### src/rtl/alu_cc_pkg.sv
// rtl/alu_cc_pkg.sv - shared opcode, state and width definitions for the ALU condition-code stage
package alu_cc_pkg;

    localparam int BITS_DEFAULT = 8;

    typedef enum logic [2:0] {
        OP_NOP  = 3'b000,
        OP_LOAD = 3'b001,
        OP_ADD  = 3'b010,
        OP_SUB  = 3'b011,
        OP_ADC  = 3'b100,
        OP_SBC  = 3'b101,
        OP_CMP  = 3'b110,
        OP_CLR  = 3'b111
    } op_e;

    typedef enum logic [1:0] {
        S_IDLE  = 2'b00,
        S_EXEC1 = 2'b01,
        S_EXEC2 = 2'b10,
        S_DONE  = 2'b11
    } state_e;

endpackage

### src/rtl/AddSub8Bit.sv
// rtl/AddSub8Bit.sv - combinational adder/subtractor; carry is carry-out on add, no-borrow on subtract
module AddSub8Bit #(
    parameter int BITS = 8
) (
    input  logic [BITS-1:0] a,
    input  logic [BITS-1:0] b,
    input  logic            sub,
    output logic [BITS-1:0] result,
    output logic            carry
);

    logic [BITS:0] total;

    // Subtract as a + ~b + 1 so the carry-out reads directly as "no borrow".
    assign total  = {1'b0, a} + {1'b0, (sub ? ~b : b)} + {{BITS{1'b0}}, sub};
    assign result = total[BITS-1:0];
    assign carry  = total[BITS];

endmodule

### src/rtl/alu_cc_stage.sv
// rtl/alu_cc_stage.sv - multi-cycle accumulator ALU stage with registered condition codes
module alu_cc_stage
    import alu_cc_pkg::*;
#(
    parameter int BITS = BITS_DEFAULT
) (
    input  logic            clk,
    input  logic            rst_n,
    input  logic            in_valid,
    output logic            in_ready,
    input  logic [2:0]      op,
    input  logic [BITS-1:0] operand,
    output logic            out_valid,
    input  logic            out_ready,
    output logic [BITS-1:0] acc,
    output logic            ccc,
    output logic            ccn,
    output logic            ccz,
    output logic            ccv
);

    state_e          state, state_nxt;
    op_e             op_q;
    logic [BITS-1:0] operand_q;
    logic [BITS-1:0] pass1_q;
    logic            carry1_q;

    logic [BITS-1:0] add_a, add_b, add_res;
    logic            add_sub, add_carry;
    logic            sub_op, two_pass, finish, carry_fin, ovf;
    logic            accept;

    assign in_ready  = (state == S_IDLE) && rst_n;
    assign out_valid = (state == S_DONE);
    assign accept    = in_valid && in_ready;
    assign sub_op    = (op_q == OP_SUB) || (op_q == OP_SBC) || (op_q == OP_CMP);
    assign two_pass  = (op_q == OP_ADC) || (op_q == OP_SBC);
    assign finish    = ((state == S_EXEC1) && !two_pass) || (state == S_EXEC2);

    // Second pass folds the old carry into the pass-1 result; ccc is still the old value here.
    always_comb begin
        add_a   = acc;
        add_b   = operand_q;
        add_sub = sub_op;
        if (state == S_EXEC2) begin
            add_a   = pass1_q;
            add_b   = {{(BITS-1){1'b0}}, ((op_q == OP_SBC) ? !ccc : ccc)};
            add_sub = (op_q == OP_SBC);
        end
    end

    AddSub8Bit #(.BITS(BITS)) u_addsub (
        .a      (add_a),
        .b      (add_b),
        .sub    (add_sub),
        .result (add_res),
        .carry  (add_carry)
    );

    always_comb begin
        carry_fin = add_carry;
        if (state == S_EXEC2) begin
            carry_fin = (op_q == OP_ADC) ? (carry1_q | add_carry) : (carry1_q & add_carry);
        end
        if (sub_op) begin
            ovf = (acc[BITS-1] != operand_q[BITS-1]) && (add_res[BITS-1] != acc[BITS-1]);
        end else begin
            ovf = (acc[BITS-1] == operand_q[BITS-1]) && (add_res[BITS-1] != acc[BITS-1]);
        end
    end

    always_ff @(posedge clk or negedge rst_n) begin
        if (!rst_n) begin
            state <= S_IDLE;
        end else begin
            state <= state_nxt;
        end
    end

    always_comb begin
        state_nxt = state;
        case (state)
            S_IDLE:  if (in_valid) state_nxt = S_EXEC1;
            S_EXEC1: state_nxt = two_pass ? S_EXEC2 : S_DONE;
            S_EXEC2: state_nxt = S_DONE;
            S_DONE:  if (out_ready) state_nxt = S_IDLE;
            default: state_nxt = S_IDLE;
        endcase
    end

    always_ff @(posedge clk or negedge rst_n) begin
        if (!rst_n) begin
            op_q      <= OP_NOP;
            operand_q <= '0;
            pass1_q   <= '0;
            carry1_q  <= 1'b0;
            acc       <= '0;
            ccc       <= 1'b0;
            ccn       <= 1'b0;
            ccz       <= 1'b1;
            ccv       <= 1'b0;
        end else begin
            if (accept) begin
                op_q      <= op_e'(op);
                operand_q <= operand;
            end
            if ((state == S_EXEC1) && two_pass) begin
                pass1_q  <= add_res;
                carry1_q <= add_carry;
            end
            if (finish) begin
                case (op_q)
                    OP_ADD, OP_SUB, OP_ADC, OP_SBC, OP_CMP: begin
                        if (op_q != OP_CMP) acc <= add_res;
                        ccc <= carry_fin;
                        ccn <= sub_op & ~carry_fin;
                        ccz <= (add_res == '0);
                        ccv <= ovf;
                    end
                    OP_LOAD: begin
                        acc <= operand_q;
                        ccz <= (operand_q == '0);
                        ccn <= 1'b0;
                        ccv <= 1'b0;
                    end
                    OP_CLR: begin
                        acc <= '0;
                        ccz <= 1'b1;
                        ccn <= 1'b0;
                        ccv <= 1'b0;
                    end
                    default: ;
                endcase
            end
        end
    end

endmodule

### config.mk
export PLATFORM = sky130hd
export DESIGN_NAME = alu_cc_stage
export DESIGN_NICKNAME = d
export VERILOG_FILES = /design/src/rtl/alu_cc_pkg.sv /design/src/rtl/AddSub8Bit.sv /design/src/rtl/alu_cc_stage.sv
export SDC_FILE = /design/constraint.sdc
export NUM_CORES = 1
export LEC_CHECK = 0
export BUFFER_PORTS_ARGS = -buffer_cell sky130_fd_sc_hd__clkbuf_2
export CAP_MARGIN = 10
export CORE_ASPECT_RATIO = 1.1
export CORE_MARGIN = 3
export CORE_UTILIZATION = 45
export CTS_BUF_LIST = sky130_fd_sc_hd__clkbuf_16
export DETAILED_ROUTE_END_ITERATION = 6
export GPL_TIMING_DRIVEN = 0
export HOLD_SLACK_MARGIN = 0.12
export PLACE_DENSITY = 0.73
export SLEW_MARGIN = 20
export SYNTH_ARGS = -nofsm -noshare
export SYNTH_HDL_FRONTEND = slang
export SYNTH_SLANG_ARGS = --single-unit
export TNS_END_PERCENT = 5
### constraint.sdc
create_clock -name clk -period 4.61 [get_ports clk]
set_input_delay 0.2305 -clock clk [delete_from_list [all_inputs] [get_ports clk]]
set_output_delay 0.2305 -clock clk [all_outputs]
set_load 0.05 [all_outputs]
# Yosys cells after proc, flatten, opt, wreduce, memory -nomap -nowiden
# Index checks and enable logic that the tools add are counted.
# totals
inputBits,15
ff_bits,34
wordCells,75
# classes
reduce_logical,24
mux,17
bitwise,5
n_addsub,2
n_eq_ne,17
# op_table
op,count
two-way mux 8 bit,4
one-hot mux 8 bit (3 select lines),1
logical NOT 8 bit,2
"equality test 3 bit, second input constant",4
adder 8 x 8 -> 9 bit,1
adder 9 x 1 -> 9 bit,1
inverter 8 bit,1
one-hot mux 2 bit (4 select lines),1
AND reduction 2 bit,4
"equality test 3 x 2 -> 1 bit, second input constant",2
logical AND 1 bit,6
two-way mux 1 bit,6
OR reduction 5 bit,1
"equality test 2 bit, second input constant",2
logical OR 1 bit,4
two-way mux 2 bit,2
"!= test 2 bit, second input constant",2
one-hot mux 1 bit (2 select lines),2
"equality test 3 x 1 -> 1 bit, second input constant",1
"!= test 3 bit, second input constant",1
one-hot mux 1 bit (3 select lines),1
AND reduction 3 bit,1
nonzero test 3 bit,1
AND 1 bit,2
other kinds (10),12

# Longest topological paths before layout
# Gate-level depths: netlist of run 1.
# depth
ltp_word,13
depth_mapped,15

# By module
# Synthesis of run 1 repeated with hierarchy kept, for this count alone.
# hier_totals
hier_cells,208
hier_area_um2,2282.2
# modules_own_cells
mod,cells_each,area_per_inst_um2,n_inst
alu_cc_stage,160,1884.3,1
AddSub8Bit,48,397.9,1

# Least setup slack after synthesis of run 1
# Ideal clock, no wire load.
# synth_path
path_type,register -> register
startpoint,register state[0]
endpoint,register ccz
synth_period_minus_slack_ns,3.620
stages_incl_launch_ff,15
path_slack_ns,0.990
arrival_time_ns,3.543
n_path_buf,3
t_required_ns,4.533
cell_sequence,dfrtp_1 inv_1 ha_1 buf_2 clkbuf_1 clkbuf_1 mux2_2 fa_1 a21o_1 a21oi_1 o21bai_1 a21oi_1 xnor2_1 or3_1 o22ai_1
# synth_via
elab_chain_cells,8
# synth_rtl
item,line_no,text
start: declaration,alu_cc_stage.sv:22,"state_e state, state_nxt;"
start signal: assignment,alu_cc_stage.sv:76,state <= state_nxt;
equality test 2 bit,"alu_cc_stage.sv:38, alu_cc_stage.sv:45",
two-way mux 8 bit,alu_cc_stage.sv:45,if (state == S_EXEC2) begin
inverter 8 bit,AddSub8Bit.sv:15,"assign total = {1'b0, a} + {1'b0, (sub ? ~b : b)} + {{BITS{1'b0}}, sub};"
two-way mux 8 bit,AddSub8Bit.sv:15,
adder 8 x 8 -> 9 bit,AddSub8Bit.sv:15,
adder 9 x 1 -> 9 bit,AddSub8Bit.sv:15,
logical NOT 8 bit,alu_cc_stage.sv:117,ccz <= (add_res == '0);
one-hot mux 1 bit (3 select lines),alu_cc_stage.sv:112,case (op_q)
end signal: assignment,alu_cc_stage.sv:117,
end signal: assignment,alu_cc_stage.sv:122,ccz <= (operand_q == '0);
end: declaration,alu_cc_stage.sv:18,"output logic ccz,"
# Parallel ways exist; a longest one is shown, timed or not.
# A chain may end at the register's enable or synchronous reset.

# Final worst setup path of run 1
# Same ends and word-level chain as after synthesis.

==> flow_summary.yaml, run 1 <==
clock_network:
  h-tree-depth: 2
  clock_latency_ns: 0.28
  numCtsBuffers: 5
  cts_tree: "done"
  cts.sinks: 34
  clk_pin_slew_ns: 0.06
  post-cts-setup-buffer-count: 0
  cts_buffer_depth: 2
  cts-root-buf: "clkbuf_16"
global_route:
  grt_pass1_vias: 2072
  grt-ovfl-total: 0
  grt_pass1_wl_um: 9963
  grt_max_degree: 36
  grt.total_usage: 0.1893
  antenna_found_initial: 0
sta:
  post-route-min-period_ns: 4.112
  grt_setup_unrepaired: "no"
  finalCritPeriodShare: 0.8919
  setup_viol: 0
  fmax_mhz: 243.2
  maxSlewViolCount: 0
  max_slew.worst_pin.slew_ns: 1.088
  slew_headroom: 0.2733
  final_hold_viol_count: 0
  finClkSkew_ns: 0.006379
  finalSetupTns_ns: 0
die:
  rows: 28
  die-area_mm2: 0.006565
  die_x_um: 77.53
  fp.dieH_um: 84.68
  core_mm2: 0.005430
  io_pins: 29
  initial_core_util: 0.4664
finish:
  nNetsFinal: 336
  area_delta_synth_final_pct: 15.17
  layout_commonest_cell: "dfrtp_1"
  drive_above_1_share: 0.2427
  antenna_cells: 0
  final_cell_mix: "33 x dfrtp_1, 29 x clkbuf_2, 28 x mux2_2, 20 x nand2b_1, 20 x nor2_1"
critical_path:
  cp.depth: 14
  crit_path_end: "ccz$_DFFE_PN1P_"
  crit_start: "state[0]$_DFFE_PN0P_"
  timing.rr.end: "ccz$_DFFE_PN1P_"
  r2r-start: "state[0]$_DFFE_PN0P_"
  crit_type: "flip-flop to flip-flop"
  critPathMaxStageDelay_ns: 0.45
  cp-end-kind: "flip-flop"
  crit_top_cell: "a21oi_1"
  path_delay_family: "buffers and inverters"
  path_max_fanout: 10
  worst_ep_arrival_time_ns: 4.32
  critical_path.cell_chain: "inv_1, ha_1, buf_2, clkbuf_1, clkbuf_2, mux2_2, fa_1, a21o_1, a21oi_1, o21bai_1, a21oi_1, xnor2_1, or3_1, o22ai_1"
  crit_buf_inv: 4
  critPathSlowestCell: "fa_1"
  r2r_slack_ns: 0.50
  reg2reg_depth: 14
  critPathRequiredTime_ns: 4.82
  crit_path_start_kind: "flip-flop"
routing:
  drc: 0
  wl_per_cell_um: 15.35
  drt-initial-drc-count: 139
  wirelength_um: 5894
  vias_per_cell: 5.534
  detail-route-antenna-nets: 0
  via_count: 2125
  dr.pass1.iters: 4
synth:
  synth.net_count: 300
  yosysSeqAreaShare: 0.3365
  synthMuxAreaShare: 0.1364
  synthAdderAreaFrac: 0.06719
  ys_warn_count: 0
  synth_xor_area_frac: 0.03804
  netlist_instances: 272
  synth-simple-area-share: 0.1784
  syn_area_per_cell_um2: 9.310
  synth_area_mm2: 0.002532
  yosysUniqueCellTypes: 48
  synth-seq-cells: 34
  synth_top_family_by_area: "compound AO/OA/AOI/OAI gates"
  synth_compound_area_frac: 0.2055
placed_design:
  hpwl_um: 4490
  gp_congestion: 0.9306
  port_buffers: 28
worst_hold_path:
  hp-class: "input port to flip-flop"
  hold_path_depth: 2
  hold_start: "operand[5]"
run:
  drv_cap: 0
run_status:
  status: "completed"
[Yosys cell counts (all sizes together)]
| library cell | n | area share |
|---|---|---|
| mux2 | 28 | 0.12 |
| a22o | 2 | 0.0069 |
| nor3b | 2 | 0.0059 |
| nand3b | 3 | 0.0089 |
| nor4 | 2 | 0.0049 |
| nor2 | 20 | 0.030 |
| nor2b | 8 | 0.020 |
| a31oi | 1 | 0.0025 |
| or3b | 1 | 0.0035 |
| a22oi | 14 | 0.042 |
| mux2i | 3 | 0.012 |
| o21bai | 2 | 0.0059 |
| inv | 5 | 0.0074 |
| dfrtp | 33 | 0.33 |
| o22ai | 10 | 0.025 |
| nor3 | 3 | 0.0059 |
| a21o | 2 | 0.0059 |
| a21oi | 19 | 0.038 |
| o31ai | 2 | 0.011 |
| and3b | 2 | 0.0074 |
| nand4 | 1 | 0.0025 |
| nand3 | 8 | 0.016 |
| a311o | 1 | 0.0040 |
| o21ai | 15 | 0.030 |
| a21boi | 1 | 0.0030 |
| and2 | 2 | 0.0049 |
| clkbuf | 9 | 0.013 |
| or3 | 1 | 0.0025 |
| a211o | 1 | 0.0035 |
| dfstp | 1 | 0.010 |
| ha | 12 | 0.059 |
| o21a | 1 | 0.0030 |
| fa | 1 | 0.0079 |
| xor2 | 3 | 0.010 |
| a2111oi | 2 | 0.0074 |
| buf | 8 | 0.017 |
| a211oi | 5 | 0.019 |
| nor4bb | 1 | 0.0040 |
| nand2b | 20 | 0.049 |
| xnor2 | 8 | 0.028 |
| nand2 | 9 | 0.013 |
[worst min-delay path by stage]
stage / to
after global routing: operand_q[2]$_DFFE_PN0P_
final: operand_q[5]$_DFFE_PN0P_
after floorplan: acc[0]$_DFFE_PN0P_
after global placement: acc[4]$_DFFE_PN0P_
after CTS: op_q[1]$_DFFE_PN0P_
after detailed placement: acc[4]$_DFFE_PN0P_
[final cells by class]
cell class | instances | area (µm²)
timing repair buffer | 29 | 150.1
clock buffer | 5 | 125.1
sequential | 34 | 852.1
fill | 508 | 2514
multi-input combinational | 216 | 1584
buffer | 17 | 78.83
tap | 75 | 93.84
inverter | 5 | 18.77
clock inverter | 3 | 13.76
[worst reg2reg max path: cells and delay by family, from the launching register on]
kind / cells / cell delay (ns)
buf+inv: 4 / 1.15
mux: 1 / 0.42
simple gates: 1 / 0.39
xor+xnor: 1 / 0.12
fa+ha+maj: 2 / 0.65
flops: 1 / 0.41
compound gates: 5 / 0.89
[cells by family after synthesis]
group,count (synthesis)
AO/OA/AOI/OAI,78
XOR/XNOR,11
adder cells (fa/ha/maj),13
buffers and inverters,22
flip-flops,34
multiplexers,31
AND/OR/NAND/NOR,83
[layer usage]
| metal | track usage | routed length [µm] | up-vias |
|---|---|---|---|
| li1 | - | - | 1066 |
| met3 | 0.02682 | 201 | 8 |
| met1 | 0.2513 | 2734 | 1013 |
| met2 | 0.3119 | 2868 | 38 |
| met4 | 0.07282 | 89 | 0 |
| met5 | 0 | 0 | - |
[state kept, by name, summed over array words and instances (netlist names)]
signal     cells
op_q           3
ccc            1
operand_q      8
carry1_q       1
state          2
pass1_q        8
acc            8
ccv            1
ccn            1
ccz            1
[repair_timing]
item                                   4_1_cts  5_1_grt
hold buffers                                 1        0
endpoints found under the hold margin       33        0
setup endpoints to repair                    0        1
resized for setup                            0        2
[stage by stage]
stage | setup slack [ns] | hold slack (ns) | instances | instance area [µm²] | util
after floorplan | 0.9898 | -0.06509 | 272 | 2532 | -
after global placement | 0.4212 | 0.3766 | 375 | 2766 | 0.5094
after detailed placement | 0.3274 | 0.3881 | 375 | 2766 | 0.5094
after CTS | 0.3009 | 0.1823 | 384 | 2915 | 0.5369
after global routing | 0.1948 | 0.1870 | 384 | 2917 | 0.5371
final | 0.4982 | 0.1811 | 384 | 2917 | 0.5371
Power of run 1 is not shown: default switching activity piles up to over one toggle a cycle in this logic, so the estimate is an artifact.
==> run 2, diff against run 1 <==
--- a/config.mk
+++ b/config.mk
@@ -5,6 +5,7 @@
 export SDC_FILE = /design/constraint.sdc
 export NUM_CORES = 1
 export LEC_CHECK = 0
+export ABC_AREA = 1
 export BUFFER_PORTS_ARGS = -buffer_cell sky130_fd_sc_hd__clkbuf_2
 export CAP_MARGIN = 10
 export CORE_ASPECT_RATIO = 1.1
@@ -14,7 +15,7 @@
 export DETAILED_ROUTE_END_ITERATION = 6
 export GPL_TIMING_DRIVEN = 0
 export HOLD_SLACK_MARGIN = 0.12
-export PLACE_DENSITY = 0.73
+export PLACE_DENSITY = 0.74
 export SLEW_MARGIN = 20
 export SYNTH_ARGS = -nofsm -noshare
 export SYNTH_HDL_FRONTEND = slang
==> run 2 against run 1 <==
  * Die area decreased by 11%
  * Count of clock-buffer cells in the layout unchanged
  * Non-clock buffer count shrank 10
  * Hold slack lost 0.0047 ns
  * Via count decreased by 2.4%
  * Worst setup slack better by 0.66 ns
  * Synthesized cell count up 9.9%
  * Highest routed layer unchanged
  * Final cell count grew 2.1%
  * Area after synthesis fell by 11%
==> flow_summary.yaml, run 2 <==
sta:
  max_slew.worst_pin.slew_ns: 0.8698
  finalCritPeriodShare: 0.7478
  fmax_mhz: 290.1
  setup_viol: 0
  maxSlewViolCount: 0
  finalSetupTns_ns: 0
  fin_ws_ns: 1.163
  grt_setup_unrepaired: "no"
  post-route-min-period_ns: 3.447
  finClkSkew_ns: 0.003927
  slew_headroom: 0.4202
  final_hold_viol_count: 0
finish:
  area_delta_synth_final_pct: 17.22
  final_cell_mix: "84 x nand2_1, 34 x inv_1, 33 x dfrtp_1, 28 x clkbuf_2, 26 x nor2_1"
  nFillCells: 427
  multi_input_area_mm2: 0.001225
  drive_above_1_share: 0.1815
  nNetsFinal: 363
  area.sequential_um2: 852.1
  antenna_cells: 0
  layout_commonest_cell: "nand2_1"
  final_area_mm2: 0.002631
  top_regs: "acc: 8 flops, operand_q: 8 flops, pass1_q: 8 flops"
placed_design:
  gp_congestion: 0.9070
  preCtsSetupSlack_ns: 1.202
  port_buffers: 28
  placed_cell_area_mm2: 0.002455
  hpwl_um: 4022
clock_network:
  cts.sinks: 34
  clk_pin_slew_ns: 0.06
  cts-root-buf: "clkbuf_16"
  cts_tree: "done"
  numCtsBuffers: 5
  cts_buffer_depth: 2
  h-tree-depth: 2
  post-cts-setup-buffer-count: 0
  clock_latency_ns: 0.28
critical_path:
  crit_type: "flip-flop to flip-flop"
  timing.rr.end: "ccz$_DFFE_PN1P_"
  r2r-start: "state[0]$_DFFE_PN0P_"
  worst_ep_arrival_time_ns: 3.67
  r2r_slack_ns: 1.16
  crit_path_start_kind: "flip-flop"
  critPathRequiredTime_ns: 4.83
  reg2reg_depth: 17
  path_max_fanout: 10
  cp-end-kind: "flip-flop"
synth:
  yosys.area.top_type: "dfrtp_1"
  synth_top_cell_area_share: 0.3679
  syn_area_per_cell_um2: 7.507
  synth_common_cells: "84 x nand2_1, 33 x dfrtp_1, 33 x inv_1"
  synthArstFlopShare: 1.000
  synth_edf_count: 0
  yosysUniqueCellTypes: 35
  synth-seq-cells: 34
  synth_ff_type: "dfrtp_1"
  netlist_instances: 299
  synth_area_mm2: 0.002245
  synth.most_common_cell: "nand2_1"
  synth.net_count: 327
  synthTopCellsByArea: "dfrtp_1 37%, nand2_1 14%, ha_1 6.7%, inv_1 5.5%, a21oi_1 5.1%"
  ys_warn_count: 0
  yosysSeqAreaShare: 0.3796
die:
  core_mm2: 0.004717
  initial_core_util: 0.4759
  fp.dieH_um: 80.08
  die_x_um: 73.34
  rows: 26
  die-area_mm2: 0.005873
  io_pins: 29
routing:
  via_count: 2075
  vias_per_cell: 5.293
  wirelength_um: 5384
  wl_per_cell_um: 13.73
  drc: 0
  detail-route-antenna-nets: 0
  drt-initial-drc-count: 123
  dr.pass1.iters: 5
global_route:
  grt_pass1_vias: 2011
  grt-ovfl-total: 0
  grt.total_usage: 0.2046
  grt_max_degree: 36
  grt_pass1_wl_um: 9149
  antenna_found_initial: 0
worst_hold_path:
  hp-class: "input port to flip-flop"
  hold_path_depth: 2
  min_to: "operand_q[6]$_DFFE_PN0P_"
  hold_start: "operand[6]"
run_status:
  status: "completed"
run:
  drv_cap: 0
[run 2: cell count changes after synthesis, sizes merged, moves of 8 or more]
cell    before  now
nor2        20   28
mux2        28    5
inv          5   37
nand2b      20    0
nor2b        8    0
nand2        9   90
nand3        8   22
a22oi       14    3
[run 2: per-stage QoR]
stage	utilization	cells	hold slack (ns)
2_1_floorplan	-	299	-0.06509
3_3_place_gp	0.5204	383	0.3768
3_5_place_dp	0.5204	383	0.3872
4_1_cts	0.5578	392	0.1746
5_1_grt	0.5578	392	0.1930
6_report	0.5578	392	0.1764
[run 2: cell type report]
type / instances / area share
multi-input combinational: 221 / 0.4655
sequential: 34 / 0.3238
timing repair buffer: 29 / 0.05706
inverter: 37 / 0.05278
clock buffer: 5 / 0.04755
tap: 56 / 0.02663
clock inverter: 3 / 0.01569
buffer: 7 / 0.01094
[run 2: logic make-up after synthesis]
| family | synth area share |
|---|---|
| AO/OA/AOI/OAI | 0.1265 |
| XOR/XNOR | 0.03512 |
| flip-flops | 0.3796 |
| multiplexers | 0.02508 |
| buffers and inverters | 0.07469 |
| adder cells (fa/ha/maj) | 0.07581 |
| AND/OR/NAND/NOR | 0.2832 |
[run 2: worst max-delay path: stages (launching register included)]
cell,delay [ns]
dfrtp_1,0.38
inv_1,0.10
ha_1,0.20
buf_2,0.17
inv_1,0.19
clkbuf_1,0.41
nand2_1,0.12
xor2_1,0.21
fa_1,0.49
xnor2_1,0.26
nand3_1,0.11
nor2_1,0.13
nand3_1,0.09
nor2_1,0.11
nand3_1,0.09
nor2_1,0.09
nand2_1,0.10
a21oi_2,0.13
[run 2: repair_timing]
item | CTS | global route
resized for setup | 0 | 0
endpoints found under the setup margin | 0 | 0
hold buffers | 1 | 0
endpoints found under the hold margin | 33 | 0
[run 2: worst max-delay path by stage]
stage | from | to | slack, ns
2_1_floorplan | state[0]$_DFFE_PN0P_ | ccz$_DFFE_PN1P_ | 1.76
5_1_grt | state[0]$_DFFE_PN0P_ | ccz$_DFFE_PN1P_ | 0.91
3_5_place_dp | state[0]$_DFFE_PN0P_ | ccz$_DFFE_PN1P_ | 1.20
6_report | state[0]$_DFFE_PN0P_ | ccz$_DFFE_PN1P_ | 1.16
4_1_cts | state[0]$_DFFE_PN0P_ | ccz$_DFFE_PN1P_ | 1.18
3_3_place_gp | state[0]$_DFFE_PN0P_ | ccz$_DFFE_PN1P_ | 1.24
[run 2: metal layers]
metal / GRT usage / routed length (µm)
met4: 0.1069 / 98
met1: 0.2502 / 2300
met2: 0.3301 / 2687
met3: 0.05006 / 297
met5: 0 / 0
Power of run 2 is left out for the same reason.
